`src/rtl/cpu_types.sv`:
```
// ============================================================================
// cpu_types : packet types shared by the execute / memory_access pipeline.
// Rev 1.0
// ============================================================================
`default_nettype none

package cpu_types;

    typedef struct packed {
        logic        valid;
        logic [31:0] data;
    } mem_data_t;

    typedef struct packed {
        logic        valid;
        logic        ready;
        logic [31:0] pc;
        logic [31:0] instr;
        mem_data_t   data;
    } stage_status_t;

endpackage

`default_nettype wire

```
`src/rtl/ex_mem_skid_register_if.sv`:
```
// ============================================================================
// ex_mem_skid_register_if : execute -> memory_access pipeline register bundle.
// Rev 1.0
// ============================================================================
`default_nettype none

interface ex_mem_skid_register_if;
    import cpu_types::*;

    stage_status_t stage_in;
    logic          upstream_ready;
    stage_status_t stage_out;
    logic          downstream_ready;
    logic          flush;
    logic [1:0]    occupancy;
    logic [31:0]   stall_cycles;

    modport master (
        output stage_in,
        input  upstream_ready,
        input  stage_out,
        output downstream_ready,
        output flush,
        input  occupancy,
        input  stall_cycles
    );

    modport slave (
        input  stage_in,
        output upstream_ready,
        output stage_out,
        input  downstream_ready,
        input  flush,
        output occupancy,
        output stall_cycles
    );
endinterface

`default_nettype wire

```
`src/rtl/ex_mem_skid_register.sv`:
```
// ============================================================================
// ex_mem_skid_register : two-entry (head + skid) pipeline register between
// execute and memory_access, with flush and a saturating stall counter.
// Rev 1.0
// ============================================================================
`default_nettype none

module ex_mem_skid_register
    import cpu_types::*;
(
    input  wire logic               clk,
    input  wire logic               rst,
    ex_mem_skid_register_if.slave   bus
);

    typedef enum logic [1:0] {
        EMPTY = 2'd0,
        ONE   = 2'd1,
        FULL  = 2'd2
    } state_t;

    state_t      state_q, state_d;

    // Only payload fields are stored; valid/ready are regenerated from state.
    logic [31:0] h_pc_q,    h_pc_d;
    logic [31:0] h_instr_q, h_instr_d;
    mem_data_t   h_data_q,  h_data_d;
    logic [31:0] s_pc_q,    s_pc_d;
    logic [31:0] s_instr_q, s_instr_d;
    mem_data_t   s_data_q,  s_data_d;
    logic [31:0] stall_q,   stall_d;

    logic w_upstream_ready;
    logic w_head_valid;
    logic w_in_fire;
    logic w_out_fire;

    // Ready depends only on registered state, never on downstream_ready.
    assign w_upstream_ready = (state_q != FULL);
    assign w_head_valid     = (state_q != EMPTY);
    assign w_in_fire        = bus.stage_in.valid && w_upstream_ready;
    assign w_out_fire       = w_head_valid && bus.downstream_ready;

    always_comb begin
        state_d   = state_q;
        h_pc_d    = h_pc_q;
        h_instr_d = h_instr_q;
        h_data_d  = h_data_q;
        s_pc_d    = s_pc_q;
        s_instr_d = s_instr_q;
        s_data_d  = s_data_q;

        if (bus.flush) begin
            state_d = EMPTY;
        end else begin
            case (state_q)
                EMPTY: begin
                    if (w_in_fire) begin
                        h_pc_d    = bus.stage_in.pc;
                        h_instr_d = bus.stage_in.instr;
                        h_data_d  = bus.stage_in.data;
                        state_d   = ONE;
                    end
                end
                ONE: begin
                    if (w_in_fire && w_out_fire) begin
                        h_pc_d    = bus.stage_in.pc;
                        h_instr_d = bus.stage_in.instr;
                        h_data_d  = bus.stage_in.data;
                    end else if (w_in_fire) begin
                        s_pc_d    = bus.stage_in.pc;
                        s_instr_d = bus.stage_in.instr;
                        s_data_d  = bus.stage_in.data;
                        state_d   = FULL;
                    end else if (w_out_fire) begin
                        state_d   = EMPTY;
                    end
                end
                FULL: begin
                    if (w_out_fire) begin
                        h_pc_d    = s_pc_q;
                        h_instr_d = s_instr_q;
                        h_data_d  = s_data_q;
                        state_d   = ONE;
                    end
                end
                default: state_d = EMPTY;
            endcase
        end
    end

    always_comb begin
        stall_d = stall_q;
        if (w_head_valid && !bus.downstream_ready && (stall_q != 32'hFFFF_FFFF)) begin
            stall_d = stall_q + 32'd1;
        end
    end

    always_ff @(posedge clk or posedge rst) begin
        if (rst) begin
            state_q   <= EMPTY;
            h_pc_q    <= '0;
            h_instr_q <= '0;
            h_data_q  <= '0;
            s_pc_q    <= '0;
            s_instr_q <= '0;
            s_data_q  <= '0;
            stall_q   <= '0;
        end else begin
            state_q   <= state_d;
            h_pc_q    <= h_pc_d;
            h_instr_q <= h_instr_d;
            h_data_q  <= h_data_d;
            s_pc_q    <= s_pc_d;
            s_instr_q <= s_instr_d;
            s_data_q  <= s_data_d;
            stall_q   <= stall_d;
        end
    end

    always_comb begin
        bus.stage_out.valid      = w_head_valid;
        bus.stage_out.ready      = w_upstream_ready;
        bus.stage_out.pc         = h_pc_q;
        bus.stage_out.instr      = h_instr_q;
        bus.stage_out.data.valid = h_data_q.valid && w_head_valid;
        bus.stage_out.data.data  = h_data_q.data;
    end

    assign bus.upstream_ready = w_upstream_ready;
    assign bus.occupancy      = state_q;
    assign bus.stall_cycles   = stall_q;

endmodule

`default_nettype wire
```
`src/flat_wrapper.sv`:
```
// flat-port wrapper written by rule: the top's interface ports become plain ports
module ex_mem_skid_register_flat import cpu_types::*;
  (clk, rst, bus_stage_in, bus_upstream_ready, bus_stage_out, bus_downstream_ready, bus_flush, bus_occupancy, bus_stall_cycles);
  ex_mem_skid_register_if bus_i ();
  input  wire logic clk;
  input  wire logic rst;
  input wire logic [$bits(bus_i.stage_in)-1:0] bus_stage_in;
  output wire logic [$bits(bus_i.upstream_ready)-1:0] bus_upstream_ready;
  output wire logic [$bits(bus_i.stage_out)-1:0] bus_stage_out;
  input wire logic [$bits(bus_i.downstream_ready)-1:0] bus_downstream_ready;
  input wire logic [$bits(bus_i.flush)-1:0] bus_flush;
  output wire logic [$bits(bus_i.occupancy)-1:0] bus_occupancy;
  output wire logic [$bits(bus_i.stall_cycles)-1:0] bus_stall_cycles;
  assign bus_i.stage_in = bus_stage_in;
  assign bus_upstream_ready = bus_i.upstream_ready;
  assign bus_stage_out = bus_i.stage_out;
  assign bus_i.downstream_ready = bus_downstream_ready;
  assign bus_i.flush = bus_flush;
  assign bus_occupancy = bus_i.occupancy;
  assign bus_stall_cycles = bus_i.stall_cycles;
  ex_mem_skid_register u_core (.clk(clk), .rst(rst), .bus(bus_i));
endmodule
```
`config.mk`:
```
export PLATFORM = sky130hd
export DESIGN_NAME = ex_mem_skid_register_flat
export DESIGN_NICKNAME = d
export VERILOG_FILES = /design/src/rtl/cpu_types.sv /design/src/rtl/ex_mem_skid_register_if.sv /design/src/rtl/ex_mem_skid_register.sv /design/src/flat_wrapper.sv
export SDC_FILE = /design/constraint.sdc
export NUM_CORES = 1
export LEC_CHECK = 0
export CORE_MARGIN = 2
export CORE_UTILIZATION = 54
export CTS_BUF_LIST = sky130_fd_sc_hd__clkbuf_16
export DETAILED_ROUTE_END_ITERATION = 8
export GPL_ROUTABILITY_DRIVEN = 0
export PLACE_DENSITY = 0.95
export RECOVER_POWER = 50
export SETUP_SLACK_MARGIN = 0.02
export SLEW_MARGIN = 5
export SYNTH_ARGS = -nofsm -noshare
export SYNTH_HDL_FRONTEND = slang
export SYNTH_SLANG_ARGS = --single-unit
```
`constraint.sdc`:
```
create_clock -name clk -period 18.3 [get_ports clk]
set_clock_uncertainty 0.15 [all_clocks]
set_input_delay 5.49 -clock clk [delete_from_list [all_inputs] [get_ports clk]]
set_output_delay 5.49 -clock clk [all_outputs]
set_load 0.005 [all_outputs]
```
==> flow_summary.yaml <==
routing:
  firstDrtPassIters: 4
  postRouteAntennaNets: 0
  post_drt_wl_per_cell_um: 18.9
  vias: 7056
  vias_per_cell: 5.57
  route.detailed.drc: 0
  finalWirelength_um: 23900
  dr.first_iter.drc_count: 397
setup_path:
  ff2ff_setup_slack_ps: 15130
  critPathLaunchType: "primary input"
  cp_slowest_cell: "clkinvlp_2"
  r2r_start: "u_core.bus.occupancy[1]"
  cp.required_ps: 18170
  critical_path.max_fanout: 107
  critPathBufInv: 3
  reg2reg_depth: 6
  path_delay_family: "buffers and inverters"
  rr_endpoint: "u_core.bus.stage_out[12]"
  worstSetupPathType: "primary input to async pin"
  crit_chain: "dlygate4sd3_1 > clkinvlp_2 > clkbuf_1"
  end_kind: "async pin"
  critPathMaxStageDelay_ps: 2600
  arrival_ps: 10810
global_route:
  grt-ovfl-total: 0
  grt_pass1_wl_um: 38600
  grt_max_degree: 108
  grt_pass1_vias: 7503
  antenna_found_initial: 0
  grt_usage: 0.242
run_status:
  violations: "max-capacitance violations, max-slew violations"
  status: "finished, violations left"
cells_and_area:
  syn_to_final_growth_pct: 31.7
  final_nets: 1123
  final_cell_mix: "dfrtp_1 (228), clkdlybuf4s50_1 (120), dlygate4sd3_1 (115)"
  final_util: 0.728
  drive_gt1_frac: 0.148
  mostFrequentLayoutCell: "dfrtp_1"
  antennaDiodeCount: 0
synthesis:
  syn_area_sq_um: 9920
  syn_inst: 831
  syn_nets: 935
  syn_avg_cell_area_sq_um: 11.9
  synth_area_leader_cell: "dfrtp_1"
  yosysUniqueCellTypes: 36
  seq_area_frac_synth: 0.575
  synth_area_leaders: "dfrtp_1 (58%), mux2_2 (11%), mux2i_1 (10%)"
  ys_warn_count: 0
  yosys.area.top_type_share: 0.575
  ys_seq_elements: 228
timing:
  fin_crit_ps: 10940
  worst_pin_slew_ps: 4670
  rsz0062_at_grt: "no"
  finalHoldViolations: 0
  finalSetupViolCount: 0
  finalSetupTns_ps: 0
  max_freq_mhz: 91.4
  slew_headroom: -2.13
  finalMaxSlewViolations: 160
  post-route-period-util: 0.598
pwr:
  p_per_area_nw_per_um2: 113
  ir_drop_v: 0.0000777
  p_leak_nw: 6.16
clock_tree:
  cts_setup_buffers: 0
  htreeDepth: 1
  cts_buffer_depth: 3
  cts_tree: "built"
  ctsHoldBuffers: 0
  post_cts_resize_count: 0
  numCtsBuffers: 25
  cts_root_buffer: "clkbuf_16"
  clk_pin_slew_ps: 60
  clock_sinks: 228
  clk_latency_ps: 500
min_path:
  worstHoldPathCells: 1
  min_path_type: "flip-flop to flip-flop"
  hold_end: "u_core.bus.stall_cycles[29]"
  hp-start: "u_core.bus.stall_cycles[29]"
floorplan:
  die_w_um: 140
  start_util: 0.552
  rows: 49
  pin_count: 237
  fp.dieH_um: 140
  die_area_sq_um: 19500
  coreArea_sq_um: 18000
flow_run:
  drv_cap: 2
placed_design:
  place_hpwl_um: 15300
  portBuffers: 235
==> worst max path at each step <==
stage / cells past startpoint / start / endpoint
after floorplan: 1 / rst / u_core.bus.occupancy[0]
after global routing: 3 / rst / u_core.s_instr_q[12]
after CTS: 7 / bus_stage_in[98] / u_core.bus.stage_out[12]
final: 3 / rst / u_core.s_instr_q[3]
after global placement: 6 / bus_stage_in[98] / u_core.bus.stage_out[10]
after detailed placement: 7 / bus_stage_in[98] / u_core.bus.stage_out[26]
==> state kept, by name, summed over array words and instances (netlist names) <==
signal / cells
u_core.s_data_q: 33
u_core.bus.occupancy: 2
u_core.h_pc_q: 32
u_core.h_data_q: 1
u_core.s_instr_q: 32
u_core.bus.stage_out: 32
u_core.s_pc_q: 32
u_core.h_instr_q: 32
u_core.bus.stall_cycles: 32
==> through the flow <==
| step | setup slack (ps) | hold WS, ps | std cells | cell area [sq um] | power [mW] |
|---|---|---|---|---|---|
| 3_5_place_dp | 9740 | 334 | 1221 | 12200 | 0.962 |
| 4_1_cts | 10100 | 356 | 1266 | 13100 | 1.50 |
| 5_1_grt | 6180 | 361 | 1266 | 13100 | 1.54 |
| 3_3_place_gp | 9880 | 325 | 1221 | 12200 | 0.941 |
| 6_report | 7360 | 349 | 1266 | 13100 | 1.47 |
| 2_1_floorplan | 6410 | 328 | 831 | 9920 | 0.819 |
==> synthesized netlist by cell type <==
cell and count:
a31oi_1 1, inv_1 5, buf_2 3, o22a_1 1
nand4_1 12, nor4_2 1, a21boi_0 1, dfrtp_1 228
nand3_1 11, or4_4 1, mux2_2 98, and2_1 3
clkbuf_1 39, xor2_1 15, nor2b_1 1, buf_1 5
or2_2 2, and3_2 1, buf_4 34, nor2_1 109
xnor2_1 13, nor3_1 9, nand2_1 15, and4_1 5
nand2b_1 1, ha_1 1, a21o_1 1, nor3b_1 1
nand3_2 1, or4_1 2, a2bb2oi_1 1, and3_1 2
nor4_1 7, o21ba_2 1, mux2i_1 100, a21oi_1 100
==> cell type report <==
class | instances | area [sq um]
tap | 229 | 287
clock buffer | 25 | 626
timing repair buffer | 242 | 2400
sequential | 228 | 5710
clock inverter | 20 | 243
inverter | 5 | 20.0
fill | 1175 | 4890
multi-input combinational | 517 | 3790
==> logic make-up (layout without fill, tap and decap cells) <==
| kind of cell | after synthesis | count (layout) | share of synthesized area |
|---|---|---|---|
| flip-flops | 228 | 228 | 0.575 |
| multiplexers | 198 | 198 | 0.212 |
| AND/OR/NAND/NOR | 184 | 184 | 0.0855 |
| AO/OA/AOI/OAI | 106 | 106 | 0.0554 |
| buffers and inverters | 86 | 292 | 0.0458 |
| XOR/XNOR | 28 | 28 | 0.0247 |
| adder cells (fa/ha/maj) | 1 | 1 | 0.00126 |
==> report_power, final <==
part	leakage, nW	internal, mW	switching, mW	total, mW
combinational	3.02	0.160	0.107	0.267
clock	0.441	0.332	0.199	0.531
sequential	2.71	0.612	0.0617	0.674
total	6.16	1.10	0.367	1.47
==> routing by layer <==
layer / up-vias / global-route usage / wire length (um)
met1: 3502 / 0.290 / 9160
li1: 3258 / - / -
met2: 247 / 0.436 / 12500
met5: - / 0 / 0
met3: 49 / 0.0544 / 1600
met4: 0 / 0.0742 / 646
No activity file was read; power rests on OpenSTA's default activity.
